$ cat config.mk
export PLATFORM = sky130hd
export DESIGN_NAME = needs_scheduler
export DESIGN_NICKNAME = d
export VERILOG_FILES = /design/src/rtl/tama_pkg.sv /design/src/rtl/tick_prescaler.sv /design/src/rtl/needs_scheduler.sv
export SDC_FILE = /design/constraint.sdc
export NUM_CORES = 1
export LEC_CHECK = 0
export ABC_AREA = 1
export CAP_MARGIN = 20
export CORE_MARGIN = 10
export CORE_UTILIZATION = 30
export DETAILED_ROUTE_END_ITERATION = 16
export GPL_TIMING_DRIVEN = 0
export PLACE_DENSITY_LB_ADDON = 0.1
export SLEW_MARGIN = 20
export SYNTH_ARGS = -nofsm -noshare
export SYNTH_HDL_FRONTEND = slang
export SYNTH_SLANG_ARGS = --single-unit
export TNS_END_PERCENT = 20
$ cat constraint.sdc
create_clock -name clk -period 3.7 [get_ports clk]
set_input_delay 0.74 -clock clk [delete_from_list [all_inputs] [get_ports clk]]
set_output_delay 0.74 -clock clk [all_outputs]
set_load 0.01 [all_outputs]
$ cat src/rtl/tama_pkg.sv
// Shared constants for the pet: action codes, need indices, FSM encoding
// and the saturating need-update helper.
package tama_pkg;

  localparam logic [2:0] ACT_FEED  = 3'd0;
  localparam logic [2:0] ACT_PLAY  = 3'd1;
  localparam logic [2:0] ACT_MED   = 3'd2;
  localparam logic [2:0] ACT_CLEAN = 3'd3;
  localparam logic [2:0] ACT_SLEEP = 3'd4;

  localparam logic [2:0] NEED_HUNGER    = 3'd0;
  localparam logic [2:0] NEED_HAPPINESS = 3'd1;
  localparam logic [2:0] NEED_HEALTH    = 3'd2;
  localparam logic [2:0] NEED_HYGIENE   = 3'd3;
  localparam logic [2:0] NEED_ENERGY    = 3'd4;

  localparam logic [3:0] NEED_MAX = 4'd15;

  localparam logic [1:0] ST_IDLE = 2'd0;
  localparam logic [1:0] ST_LOCK = 2'd1;
  localparam logic [1:0] ST_DEAD = 2'd2;

  // All deltas of one edge are summed first, then clamped once to 0..15.
  function automatic logic [3:0] sat_update(input logic [3:0] cur, input logic signed [5:0] delta);
    logic signed [5:0] sum;
    sum = $signed({2'b00, cur}) + delta;
    if (sum < 6'sd0) begin
      sat_update = 4'd0;
    end else if (sum > 6'sd15) begin
      sat_update = NEED_MAX;
    end else begin
      sat_update = sum[3:0];
    end
  endfunction

endpackage

$ cat src/rtl/tick_prescaler.sv
// Free-running divider producing a registered one-cycle pulse on the last
// count of every TICK_DIV-cycle period.
module tick_prescaler #(
  parameter int TICK_DIV = 1000
) (
  input  logic clk,
  input  logic rst_n,
  output logic tick
);

  localparam int CW = $clog2(TICK_DIV);
  localparam logic [CW-1:0] LAST = CW'(TICK_DIV - 1);

  logic [CW-1:0] cnt_q, cnt_d;
  logic          tick_q;

  // Next count with wrap at TICK_DIV-1.
  always_comb begin
    if (cnt_q == LAST) begin
      cnt_d = '0;
    end else begin
      cnt_d = cnt_q + CW'(1);
    end
  end

  // Registered count; the pulse is aligned with the cycle holding LAST.
  always_ff @(posedge clk or negedge rst_n) begin
    if (!rst_n) begin
      cnt_q  <= '0;
      tick_q <= 1'b0;
    end else begin
      cnt_q  <= cnt_d;
      tick_q <= (cnt_d == LAST);
    end
  end

  assign tick = tick_q;

endmodule

$ cat src/rtl/needs_scheduler.sv
// Owns the five need counters: round-robin decay on game ticks, player
// actions through a valid/ready handshake with lockout, and sticky death.
module needs_scheduler
  import tama_pkg::*;
#(
  parameter int TICK_DIV    = 1000,
  parameter int LOCK_CYCLES = 8,
  parameter int ACT_STEP    = 4
) (
  input  logic       clk,
  input  logic       rst_n,
  input  logic       act_valid,
  input  logic [2:0] act_sel,
  output logic       act_ready,
  output logic [3:0] hunger,
  output logic [3:0] happiness,
  output logic [3:0] health,
  output logic [3:0] hygiene,
  output logic [3:0] energy,
  output logic       tick,
  output logic       dead
);

  localparam int LW = $clog2(LOCK_CYCLES + 1);
  localparam logic signed [5:0] STEP = $signed(6'(ACT_STEP));

  logic              tick_s;
  logic              fire_s;
  logic              live_s;
  logic              fatal_s;
  logic signed [5:0] delta_s [5];
  logic [3:0]        need_q  [5];
  logic [3:0]        need_d  [5];
  logic [1:0]        state_q, state_d;
  logic [2:0]        ptr_q, ptr_d;
  logic [LW-1:0]     lock_q, lock_d;
  logic              ready_q, ready_d;
  logic              dead_q, dead_d;

  tick_prescaler #(.TICK_DIV(TICK_DIV)) u_prescaler (
    .clk   (clk),
    .rst_n (rst_n),
    .tick  (tick_s)
  );

  assign live_s = (state_q != ST_DEAD);
  assign fire_s = act_valid && ready_q;

  // Sum decay and action deltas per need, then clamp once; frozen when dead.
  always_comb begin
    for (int i = 0; i < 5; i++) begin
      delta_s[i] = 6'sd0;
    end
    for (int i = 0; i < 5; i++) begin
      if (tick_s && live_s && (ptr_q == 3'(i))) begin
        delta_s[i] = delta_s[i] + 6'sd1;
      end else begin
        delta_s[i] = delta_s[i];
      end
    end
    if (fire_s) begin
      case (act_sel)
        ACT_FEED:  delta_s[NEED_HUNGER] = delta_s[NEED_HUNGER] - STEP;
        ACT_PLAY: begin
          delta_s[NEED_HAPPINESS] = delta_s[NEED_HAPPINESS] - STEP;
          delta_s[NEED_ENERGY]    = delta_s[NEED_ENERGY] + 6'sd1;
        end
        ACT_MED: begin
          delta_s[NEED_HEALTH]    = delta_s[NEED_HEALTH] - STEP;
          delta_s[NEED_HAPPINESS] = delta_s[NEED_HAPPINESS] + 6'sd1;
        end
        ACT_CLEAN: delta_s[NEED_HYGIENE] = delta_s[NEED_HYGIENE] - STEP;
        ACT_SLEEP: begin
          delta_s[NEED_ENERGY] = delta_s[NEED_ENERGY] - STEP;
          delta_s[NEED_HUNGER] = delta_s[NEED_HUNGER] + 6'sd1;
        end
        default: ;
      endcase
    end else begin
      fatal_s = 1'b0;
    end
    fatal_s = 1'b0;
    for (int i = 0; i < 5; i++) begin
      if (live_s) begin
        need_d[i] = sat_update(need_q[i], delta_s[i]);
      end else begin
        need_d[i] = need_q[i];
      end
      fatal_s = fatal_s | (live_s && (need_d[i] == NEED_MAX));
    end
  end

  // Handshake/lockout FSM; death overrides whatever the edge would do.
  always_comb begin
    state_d = state_q;
    lock_d  = lock_q;
    case (state_q)
      ST_IDLE: begin
        if (fire_s) begin
          state_d = ST_LOCK;
          lock_d  = LW'(LOCK_CYCLES - 1);
        end else begin
          state_d = ST_IDLE;
        end
      end
      ST_LOCK: begin
        if (lock_q == '0) begin
          state_d = ST_IDLE;
        end else begin
          lock_d = lock_q - LW'(1);
        end
      end
      ST_DEAD: state_d = ST_DEAD;
      default: state_d = ST_IDLE;
    endcase
    if (fatal_s) begin
      state_d = ST_DEAD;
    end else begin
      state_d = state_d;
    end
    if (tick_s && live_s) begin
      ptr_d = (ptr_q == NEED_ENERGY) ? NEED_HUNGER : ptr_q + 3'd1;
    end else begin
      ptr_d = ptr_q;
    end
    ready_d = (state_d == ST_IDLE);
    dead_d  = dead_q | fatal_s;
  end

  // State registers.
  always_ff @(posedge clk or negedge rst_n) begin
    if (!rst_n) begin
      state_q <= ST_IDLE;
      ptr_q   <= NEED_HUNGER;
      lock_q  <= '0;
      ready_q <= 1'b0;
      dead_q  <= 1'b0;
      for (int i = 0; i < 5; i++) begin
        need_q[i] <= 4'd0;
      end
    end else begin
      state_q <= state_d;
      ptr_q   <= ptr_d;
      lock_q  <= lock_d;
      ready_q <= ready_d;
      dead_q  <= dead_d;
      for (int i = 0; i < 5; i++) begin
        need_q[i] <= need_d[i];
      end
    end
  end

  assign act_ready = ready_q;
  assign hunger    = need_q[NEED_HUNGER];
  assign happiness = need_q[NEED_HAPPINESS];
  assign health    = need_q[NEED_HEALTH];
  assign hygiene   = need_q[NEED_HYGIENE];
  assign energy    = need_q[NEED_ENERGY];
  assign tick      = tick_s;
  assign dead      = dead_q;

endmodule

After elaboration in Yosys (flattened, before gate mapping)
Cells that the tools add are included.
{"block": "op_classes", "n_lt_le_gt_ge": 10, "bitwise_logic": 5, "n_mux": 35, "n_reduce_logical": 19, "n_eq_ne": 20, "n_addsub": 16}
{"cell": "two-way mux 4 bit", "n": 17}
{"cell": "one-hot mux 6 bit (2 select lines)", "n": 3}
{"cell": "adder 5 x 6 -> 6 bit", "n": 5}
{"cell": "greater-than comparator 6 x 5 -> 1 bit, second input constant", "n": 5}
{"cell": "< comparator 6 x 1 -> 1 bit, second input constant", "n": 5}
{"cell": "two-way mux 30 bit", "n": 1}
{"cell": "subtractor 6 x 4 -> 6 bit, second input constant", "n": 5}
{"cell": "equality test 10 bit, second input constant", "n": 2}
{"cell": "equality test 4 bit, second input constant", "n": 5}
{"cell": "adder 6 x 2 -> 6 bit, second input constant", "n": 3}
{"cell": "equality test 3 x 2 -> 1 bit, second input constant", "n": 4}
{"cell": "logical AND 1 bit", "n": 12}
{"cell": "two-way mux 6 bit", "n": 2}
{"cell": "adder 10 x 1 -> 10 bit, second input constant", "n": 1}
{"cell": "two-way mux 10 bit", "n": 1}
{"cell": "one-hot mux 4 bit (2 select lines)", "n": 1}
{"cell": "equality test 3 x 1 -> 1 bit, second input constant", "n": 2}
{"cell": "equality test 3 bit, second input constant", "n": 2}
{"cell": "logical NOT 3 bit", "n": 2}
{"cell": "two-way mux 1 bit", "n": 6}
{"cell": "inequality test 2 bit, second input constant", "n": 3}
{"cell": "one-hot mux 2 bit (3 select lines)", "n": 1}
{"cell": "bitwise OR 1 bit", "n": 5}
{"cell": "logical NOT 2 bit", "n": 2}
{"cell": "other kinds (9)", "n": 10}
{"block": "totals", "out_inout_bits": 23, "reg_bits": 42, "elab_cells": 117, "inputBits": 6}

Longest topological paths before layout
{"block": "logic_depth", "ltp_word": 20, "mapped_depth": 24, "depth_no_buf": 23}

Hierarchy
From an unflattened synthesis, not the netlist that was laid out.
{"block": "unflattened", "hier_cells": 463, "area_unflattened_um2": 3316.9}
{"mod": "needs_scheduler", "seq_area_each_um2": 775.7, "instances": 1, "area_each_um2": 2688.8, "cells_per_inst": 377}
{"mod": "tick_prescaler", "seq_area_each_um2": 275.3, "instances": 1, "area_each_um2": 628.1, "cells_per_inst": 86}

Least setup slack after synthesis
No wires, ideal clock.
{"block": "synth_path", "path_type": "in2reg", "from": "in act_sel[2]", "to": "reg dead_q, in the netlist dead", "path_stages": 21, "t_required_ns": 3.584, "setup_ns": 0.116, "slack_ns": 0.815, "n_path_buf": 0, "arrival_time_ns": 2.769, "cell_sequence": "inv_2 nand3_2 nor2_4 inv_2 xor2_1 ha_1 inv_1 fa_1 nand3b_1 nand2_1 nand2_1 nand3_2 nand2_1 nand2_1 nand2_2 nand2_1 nor2_1 nor2_2 nand3_2 nand2_1 nand2_1"}
{"element": "start: declaration", "line_no": "needs_scheduler.sv:13", "source": "input logic [2:0] act_sel,"}
{"element": "end signal: assignment", "line_no": "needs_scheduler.sv:137", "source": "dead_q <= 1'b0;"}
{"element": "end signal: assignment", "line_no": "needs_scheduler.sv:146", "source": "dead_q <= dead_d;"}
{"element": "end: declaration", "line_no": "needs_scheduler.sv:38", "source": "logic dead_q, dead_d;"}

==> impl_metrics.csv <==
group,metric,value,unit
sta,hold_ws,400,ps
setup_path,slowest_stage,"clkdlybuf4s50_1",
place,dp_hpwl,5.91,mm
sta,slew_headroom,65.3,%
die,coreArea,10800,um^2
routing,vias,2694,
clocking,holdBufCountCts,0,
synthesis,yosys.cell_types.count,34,
sta,timing.fmax,296,MHz
clocking,insertion_delay,300,ps
clocking,clk_pin_slew,90,ps
clocking,cts_root_buffer,"clkbuf_8",
layout,drive_gt1_share,13.6,%
layout,final_nets,528,
synthesis,syn_area,3310,um^2
synthesis,async_flop_share,100,%
routing,drt_iter0_drc,85,
synthesis,synth_nets,488,
layout,final_cell_mix,"nand2_1, inv_1, dfrtp_1, ha_1, nor2_1",
global_routing,antenna_found_initial,0,
layout,stdcell_area,3930,um^2
sta,final_hold_viol_count,0,
layout,synthToLayoutAreaGrowth,18.5,%
global_routing,grt_max_degree,23,
place,dp.cells,615,
global_routing,grt_use_total,9.51,%
synthesis,avgSynthCellArea,7.43,um^2
die,pin_count,29,
power_and_ir_drop,ir_worst_vdd,150,uV
power_and_ir_drop,leakagePower,2.05,nW
sta,rsz0062_at_grt,"false",
routing,drcViolationCount,0,
synthesis,ys_seq_area_share,31.7,%
sta,fin_setup_tns,0,ps
routing,first_pass_iters,4,
flow_run,max-cap-violations,0,
die,initial_utilization,30.6,%
setup_path,critPathLaunchType,"input pin",
routing,post_drt_wl_per_cell,11.8,um
synthesis,synth-main-ff-cell,"dfrtp_1",
layout,fin_util,36.2,%
clocking,clockBufferDepth,2,
synthesis,synth-edff-count,0,
layout,num-fill-cells,1162,
power_and_ir_drop,power_density,199,nW/um^2
sta,worst_pin_slew,521,ps
clocking,cts_max_level,2,
sta,period_share,91.4,%
place,io_buffers,28,
die,die_h,125,um
sta,period_needed,3380,ps
setup_path,crit_chain,"clkdlybuf4s50_1 > nand2_4 > inv_2 > nand3_2 > xor2_1 > ha_1 > inv_1 > fa_1 > nor2_1 > nor2_1 > nand2_1 > nand3_1 > nand2_1 > nand2_1 > nand2_1 > nand2_1 > nor2_1 > nor2_2 > nand3_2 > a21oi_1",
setup_path,max_stage_delay,500,ps
setup_path,cp.required,3890,ps
synthesis,synth-warning-count,0,
setup_path,end_kind,"flip-flop",
die,die-area,15600,um^2
setup_path,crit_top_cell,"nand2_1",
die,core.rowCount,38,
run_status,status,"completed",
setup_path,crit_arrival,3570,ps
sta,finalSetupViolCount,0,
setup_path,crit_type,"in -> reg",
routing,wirelength,7.41,mm
global_routing,grt_pass1_wl,12.7,mm
die,die_w,125,um
global_routing,overflow,0,
sta,maxSlewViolCount,0,
routing,avgViaCountPerCell,4.30,
global_routing,grt_pass1_vias,2670,
synthesis,ys_seq_elements,42,
sta,fin_skew,11.4,ps
min_path,hp-class,"in -> async",
clocking,tritoncts,"built",
clocking,clock-sinks,42,
routing,drtAntennaViolNets,0,
place,postPlaceCellArea,3790,um^2
setup_path,crit_fanout,5,
layout,stdcell_count,627,
clocking,cts_buffers,5,
layout,insertedDiodeCount,0,
layout,final_common_cell,"nand2_1",
place,gp_congestion,0.794,
synthesis,synthCells,446,
area by class of cell:
cell class,instances,area (um^2),share of cell area [%]
plain buffers,3,38.8,0.988
clock buffers,6,72.6,1.85
clock inverters,2,13.8,0.351
inverters,76,285,7.27
multi-input cells,325,1950,49.6
flip-flops and latches,42,1050,26.8
well taps,140,175,4.46
repair buffers,33,340,8.67
critical path, delay by kind of cell:
family	cells	cell delay, ps
and+or+nand+nor	13	1210
buffers and inverters	3	680
adders and majority gates	2	650
xor gates and xnor gates	1	220
AOI/OAI and AO/OA	1	60
registers in the layout, indices dropped and copies added, names as in the netlist:
register,flops
health,4
hunger,4
hygiene,4
state_q,2
ptr_q,3
dead,1
act_ready,1
lock_q,4
u_prescaler.tick,1
u_prescaler.cnt_q,10
happiness,4
energy,4
layer usage:
layer	wire length [um]	GRT usage, %	vias up
met2	3490	15.9	30
met4	65	2.03	0
met1	3560	12.1	1186
li1	-	-	1473
met5	0	0	-
met3	288	2.41	5
cell usage after synthesis, drive strengths merged, types with 2 or more instances:
cell type | n | area share (%)
nand2 | 146 | 18
inv | 76 | 8.6
nor2 | 45 | 6.8
dfrtp | 42 | 32
nand3 | 36 | 6.6
ha | 33 | 12
o21ai | 13 | 2.0
xor2 | 12 | 3.2
a21oi | 10 | 1.5
nand4 | 6 | 1.3
nand3b | 4 | 0.91
nor3 | 4 | 0.76
fa | 3 | 1.8
xnor2 | 3 | 0.79
clkbuf | 2 | 0.83
nor3b | 2 | 0.60
nor4 | 2 | 0.83
or2 | 2 | 0.38
kinds of logic (layout without fill, tap and decap cells):
family,Yosys count,in the layout,share of synthesized area (%)
AO/OA/AOI/OAI,26,26,4.15
XOR/XNOR,15,15,3.97
adder cells (fa/ha/maj),36,36,14.3
buffers and inverters,79,120,9.78
flip-flops,42,42,31.7
AND/OR/NAND/NOR,248,248,36.1
report_power, final:
| group | internal [mW] | switching, mW | total, mW |
|---|---|---|---|
| combinational | 0.00862 | 0.0157 | 0.0244 |
| sequential | 0.459 | 0 | 0.459 |
| clock | 0.133 | 0.165 | 0.299 |
| total | 0.600 | 0.181 | 0.782 |
per-stage QoR:
| stage | worst slack [ps] | total power [mW] |
|---|---|---|
| 3_3_place_gp | -102 | 0.489 |
| 3_5_place_dp | -111 | 0.493 |
| 2_1_floorplan | 815 | 0.472 |
| 6_report | 317 | 0.782 |
| 5_1_grt | 48.7 | 0.821 |
| 4_1_cts | 129 | 0.800 |
final timing paths:
check	from	endpoint	slack, ps	cells past startpoint
worst min register to register	dead	dead	480	2
worst min-delay path	rst_n	lock_q[0]	400	1
max in group asynchronous	rst_n	hunger[3]	2800	2
worst max register to register	state_q[1]	dead	470	24
min in group clk	dead	dead	480	2
worst max-delay path	act_valid	state_q[0]	320	20
what timing repair did:
item	in CTS	in global routing
gates resized for setup	0	8
buffers inserted	0	4
endpoints found under the setup margin	0	4
Note: power is estimated with default switching activity, not from simulation.
